$ cat src/rtl/tsc_multicycle_ctrl.sv
`default_nettype none
// ============================================================================
//  Module      : tsc_multicycle_ctrl
//  Description : Multi-cycle FETCH/DECODE/EXEC/WB control FSM for the TSC CPU
//                datapath, with retired-instruction counter and halt/illegal
//                detection.
//  Revision    : 1.0 - initial release
// ============================================================================
module tsc_multicycle_ctrl #(
    parameter int NUM_INST_WIDTH = 16,
    parameter int PC_LAST        = 27
) (
    input  logic                      clk,
    input  logic                      reset_cpu,
    input  logic                      cpu_enable,
    input  logic                      wwd_enable,
    output logic                      imem_req,
    input  logic                      imem_ready,
    input  logic [3:0]                opcode,
    input  logic [5:0]                func,
    input  logic [7:0]                pc,
    output logic                      ir_load,
    output logic                      pc_write,
    output logic                      pc_src,
    output logic                      reg_write,
    output logic                      reg_dst,
    output logic                      alu_src_imm,
    output logic                      alu_op,
    output logic                      wwd_valid,
    output logic                      halted,
    output logic                      done,
    output logic                      illegal,
    output logic [NUM_INST_WIDTH-1:0] num_inst,
    output logic [2:0]                state
);

    localparam logic [2:0] c_st_fetch  = 3'd0;
    localparam logic [2:0] c_st_decode = 3'd1;
    localparam logic [2:0] c_st_exec   = 3'd2;
    localparam logic [2:0] c_st_wb     = 3'd3;
    localparam logic [2:0] c_st_halt   = 3'd4;
    localparam logic [2:0] c_st_done   = 3'd5;

    localparam logic [2:0] c_cls_ill = 3'd0;
    localparam logic [2:0] c_cls_add = 3'd1;
    localparam logic [2:0] c_cls_adi = 3'd2;
    localparam logic [2:0] c_cls_lhi = 3'd3;
    localparam logic [2:0] c_cls_wwd = 3'd4;
    localparam logic [2:0] c_cls_hlt = 3'd5;
    localparam logic [2:0] c_cls_jmp = 3'd6;

    localparam logic [7:0] c_pc_last = 8'(PC_LAST);

    logic [2:0]                r_state;
    logic [2:0]                w_state_next;
    logic [2:0]                r_cls;
    logic [2:0]                w_cls_dec;
    logic [2:0]                w_cls;
    logic [NUM_INST_WIDTH-1:0] r_num_inst;
    logic                      w_retire;

    always_comb begin
        w_cls_dec = c_cls_ill;
        case (opcode)
            4'd15: begin
                case (func)
                    6'd0:    w_cls_dec = c_cls_add;
                    6'd28:   w_cls_dec = c_cls_wwd;
                    6'd29:   w_cls_dec = c_cls_hlt;
                    default: w_cls_dec = c_cls_ill;
                endcase
            end
            4'd4:    w_cls_dec = c_cls_adi;
            4'd6:    w_cls_dec = c_cls_lhi;
            4'd9:    w_cls_dec = c_cls_jmp;
            default: w_cls_dec = c_cls_ill;
        endcase
    end

    // The class is latched at the end of DECODE so EXEC/WB never depend on
    // the IR contents staying put.
    assign w_cls = (r_state == c_st_decode) ? w_cls_dec : r_cls;

    always_comb begin
        w_state_next = r_state;
        w_retire     = 1'b0;
        imem_req     = 1'b0;
        ir_load      = 1'b0;
        pc_write     = 1'b0;
        pc_src       = 1'b0;
        reg_write    = 1'b0;
        reg_dst      = 1'b0;
        alu_src_imm  = 1'b0;
        alu_op       = 1'b0;
        wwd_valid    = 1'b0;
        halted       = 1'b0;
        done         = 1'b0;
        illegal      = 1'b0;
        if (!reset_cpu) begin
            if (r_state == c_st_decode || r_state == c_st_exec || r_state == c_st_wb) begin
                reg_dst     = (w_cls == c_cls_adi) || (w_cls == c_cls_lhi);
                alu_src_imm = (w_cls == c_cls_adi) || (w_cls == c_cls_lhi);
                alu_op      = (w_cls == c_cls_lhi);
                pc_src      = (w_cls == c_cls_jmp);
            end
            case (r_state)
                c_st_fetch: begin
                    imem_req = cpu_enable;
                    if (cpu_enable && imem_ready) begin
                        ir_load      = 1'b1;
                        w_state_next = c_st_decode;
                    end
                end
                c_st_decode: begin
                    illegal      = (w_cls == c_cls_ill);
                    w_state_next = c_st_exec;
                end
                c_st_exec: begin
                    if (w_cls == c_cls_jmp) begin
                        pc_write     = 1'b1;
                        w_retire     = 1'b1;
                        w_state_next = c_st_fetch;
                    end else begin
                        w_state_next = c_st_wb;
                    end
                end
                c_st_wb: begin
                    w_retire  = 1'b1;
                    reg_write = (w_cls == c_cls_add) || (w_cls == c_cls_adi) ||
                                (w_cls == c_cls_lhi);
                    wwd_valid = (w_cls == c_cls_wwd) && wwd_enable;
                    if (w_cls == c_cls_hlt) begin
                        w_state_next = c_st_halt;
                    end else if (pc == c_pc_last) begin
                        w_state_next = c_st_done;
                    end else begin
                        pc_write     = 1'b1;
                        w_state_next = c_st_fetch;
                    end
                end
                c_st_halt: halted = 1'b1;
                c_st_done: done   = 1'b1;
                default:   w_state_next = c_st_fetch;
            endcase
        end
    end

    always_ff @(posedge clk or posedge reset_cpu) begin
        if (reset_cpu) begin
            r_state <= c_st_fetch;
        end else begin
            r_state <= w_state_next;
        end
    end

    always_ff @(posedge clk or posedge reset_cpu) begin
        if (reset_cpu) begin
            r_cls      <= c_cls_ill;
            r_num_inst <= '0;
        end else begin
            if (r_state == c_st_decode) begin
                r_cls <= w_cls_dec;
            end
            if (w_retire) begin
                r_num_inst <= r_num_inst + NUM_INST_WIDTH'(1);
            end
        end
    end

    assign num_inst = r_num_inst;
    assign state    = r_state;

endmodule
`default_nettype wire

$ cat config.mk
export PLATFORM = sky130hd
export DESIGN_NAME = tsc_multicycle_ctrl
export DESIGN_NICKNAME = d
export VERILOG_FILES = /design/src/rtl/tsc_multicycle_ctrl.sv
export SDC_FILE = /design/constraint.sdc
export NUM_CORES = 1
export LEC_CHECK = 0
export ABC_AREA = 1
export CORE_ASPECT_RATIO = 2
export CORE_MARGIN = 2
export CORE_UTILIZATION = 41
export DETAILED_ROUTE_END_ITERATION = 7
export GPL_ROUTABILITY_DRIVEN = 0
export PLACE_DENSITY = 0.76
export SYNTH_ARGS = -nofsm -noshare
export SYNTH_HDL_FRONTEND = slang
export SYNTH_SLANG_ARGS = --single-unit
export TNS_END_PERCENT = 20
$ cat constraint.sdc
create_clock -name clk -period 2 [get_ports clk]
set_clock_uncertainty 0.2 [all_clocks]
set_input_delay 0.3 -clock clk [delete_from_list [all_inputs] [get_ports clk]]
set_output_delay 0.3 -clock clk [all_outputs]
set_load 0.05 [all_outputs]
==> results_dict.tcl, run 1 <==
set metrics [dict create \
    synthTopCellsByArea "dfrtp_1, nand2_1, nand3_1" \
    synthCells 230 \
    ys_async_sr_fraction_pct 100 \
    grt_pass1_wl_mm 7.38 \
    synth_top_area_cell "dfrtp_1" \
    start_kind "primary input" \
    cp_max_fo 4 \
    rows 32 \
    finalSetupViolCount 27 \
    synthAdderAreaFrac_pct 0.790 \
    cp_num_cells 13 \
    worst_slew_pin_slew_ns 0.396 \
    cts_buffers 3 \
    drv_slew 0 \
    dominantRegCellSynth "dfrtp_1" \
    die-height_um 91.9 \
    timing.rr.end "num_inst[2]" \
    synth-warning-count 0 \
    critical-path-slowest-cell "dlygate4sd2_1" \
    rrSetupSlack_ns -0.04 \
    total_power_mw 2.80 \
    nFillCells 292 \
    synth-edff-count 0 \
    synth_area_um2 1580 \
    gr-usage-all-layers_pct 21.8 \
    via_per_inst 4.94 \
    wl_per_cell_um 12.6 \
    synth_top_family_by_area "simple AND/OR/NAND/NOR gates" \
    io_pins 54 \
    yosysSeqAreaShare_pct 34.8 \
    wl_mm 4.67 \
    violations "setup timing" \
    worstPathCellList "dlygate4sd2_1 -> inv_1 -> nand2_1 -> nor2_1 -> nand3_1 -> nand2_1 -> nand2_2 -> a21oi_4 -> nand3_4 -> nand2_4 -> nand2_4 -> a21oi_4 -> buf_12" \
    path_delay_family "simple AND/OR/NAND/NOR gates" \
    final.period_utilization_pct 122 \
    rsz0062_at_grt "true" \
    tns_ns -3.34 \
    start_util_pct 42.1 \
    drtPass1Iterations 5 \
    grt_max_degree 39 \
    final-hold-violation-count 0 \
    mostFrequentLayoutCell "nand2_1" \
    nNetsFinal 344 \
    relSlewSlack_pct 73.4 \
    ys_seq_elements 22 \
    clkTransAtPathRegs_ns 0.08 \
    drc 0 \
    antenna_found_initial 0 \
    synth_fp_nets 254 \
    areaGrowthSynthToFinish_pct 77.2 \
    cts_tree "done" \
    ctsHtreeMaxLevel 1 \
    power_leakage_nw 1.35 \
    r2r-start "state[2]" \
    syn_area_per_cell_um2 6.89 \
    setup_slack_ns -0.431 \
    max_stage_delay_ns 0.26 \
    max_cap_viol_count 0 \
    fmax_mhz 411 \
    grt_overflow_total 0 \
    cp.arrival_ns 1.93 \
    clock_sinks 22 \
    synth_simple_gate_area_share_pct 46.1 \
    core_area_um2 3760 \
    r2r_cells 14 \
    status "finished, violations left" \
    muxShareOfSynthArea_pct 0 \
    synth_xor_area_share_pct 7.74 \
    whs_ns 0.320 \
    synth_cell_types 30 \
    dr_total_vias 1829 \
    first_iter_violations 33 \
    io_buffer_count 53 \
    min_path_type "in -> async" \
    drive_above_1_share_pct 35.7 \
    synth_compound_area_share_pct 2.92 \
    die_x_um 48.0 \
    grt_pass1_vias 1736 \
    crit_end "pc_write" \
    mostFrequentLayoutCells "nand2_1, buf_4, nand3_1, dfrtp_1, nor2_1" \
    diodes 0 \
    critPathCaptureType "output pin" \
    power.density_nw_per_um2 999 \
    finalCriticalPeriod_ns 2.43 \
    critPathKind "in -> out" \
    detail-route-antenna-nets 0 \
    irDropWorstVdd_mv 0.879 \
    yosysTopAreaCellShare_pct 34.8 \
    crit_buf_inv 3 \
    cts-root-buf "clkbuf_8" \
    clock_latency_ns 0.26 \
    fp.dieArea_um2 4410 \
    dp_hpwl_mm 3.35 \
    critPathLaunch "func[5]" \
    cp.required_ns 1.50 \
    cts_buffer_depth 2 \
]
==> cell usage after synthesis (all sizes together), types with 3 or more instances <==
master  number
nor3         8
xnor2        6
nand4        3
xor2         8
a21oi        4
nand3       33
dfrtp       22
inv         22
nor2        23
nand2       83
buf          3
nor4         4
==> metal layers <==
layer / track usage [%] / wire length (um) / vias up
li1: - / - / 921
met1: 26.2 / 1720 / 844
met2: 39.3 / 2720 / 58
met3: 2.76 / 178 / 6
met4: 3.15 / 54 / 0
met5: 0 / 0 / -
==> state kept, by name, indices dropped and copies added, names as in the netlist <==
signal,cells
num_inst,16
r_cls,3
state,3
==> what timing repair did <==
item / in CTS / in global routing
setup endpoints to repair: 30 / 30
gates resized for setup: 24 / 21
hold endpoints to repair: 0 / 0
hold buffers: 0 / 0
buffers inserted: 8 / 3
pin swaps: 16 / 8
cloned: 0 / 0
==> report_power, final <==
group | internal, mW | switching (mW) | leakage [nW] | total [mW]
Sequential | 0.521 | 0.0760 | 0.295 | 0.597
Combinational | 0.758 | 1.04 | 1.02 | 1.80
Clock | 0.267 | 0.140 | 0.0357 | 0.407
Total | 1.55 | 1.26 | 1.35 | 2.80
==> per-stage QoR <==
stage | setup slack, ns | std cells | util (%) | cell area (um2)
finish | -0.431 | 370 | 74.6 | 2810
global route | -0.533 | 370 | 74.6 | 2810
CTS | -0.358 | 367 | 71.6 | 2690
detailed placement | -0.568 | 356 | 66.9 | 2520
global placement | -0.498 | 356 | 66.9 | 2520
floorplan | -0.458 | 230 | - | 1690
==> cell families after synthesis <==
| group | count (synthesis) |
|---|---|
| AO/OA/AOI/OAI | 7 |
| XOR/XNOR | 14 |
| adder cells (fa/ha/maj) | 1 |
| buffers and inverters | 27 |
| flip-flops | 22 |
| AND/OR/NAND/NOR | 159 |
==> worst register-to-register path, cell delays in order, from the launching register on <==
cell	delay (ns)
dfrtp_2	0.43
inv_4	0.07
nand3_4	0.13
clkinv_4	0.11
nand2_4	0.07
nand2_4	0.08
inv_6	0.05
a21oi_4	0.14
nand3_4	0.12
nand2_4	0.08
nand2_4	0.06
buf_4	0.14
buf_12	0.14
nand2_1	0.06
nand2_1	0.06
==> how the worst min path moves through the flow <==
stage	start	endpoint	slack, ns	cells after the start
floorplan	r_cls[0]	r_cls[0]	0.26	2
global placement	num_inst[15]	num_inst[15]	0.30	2
detailed placement	num_inst[15]	num_inst[15]	0.32	2
CTS	reset_cpu	num_inst[4]	0.29	4
global route	reset_cpu	state[0]	0.36	4
finish	reset_cpu	state[1]	0.32	4
==> layout make-up <==
class	count	area, um2	area share, %
clock buffers	3	41.3	1.47
clock inverters	1	30.0	1.07
inverters	22	95.1	3.39
multi-input cells	181	1130	40.2
flip-flops and latches	22	554	19.8
well taps	51	63.8	2.27
repair buffers	90	895	31.9
Power figures use the tool's default switching activity.
==> inputs of run 2 (changes only) <==
- CAP_MARGIN: default -> 25
==> results of run 2 <==
The final DEF is identical to that of run 1; final timing and power are the same.
==> inputs of run 3 (changes only) <==
- ABC_CLOCK_PERIOD_IN_PS: default -> 2000
==> results of run 3 <==
The final DEF is identical to that of run 1; final timing and power are the same.
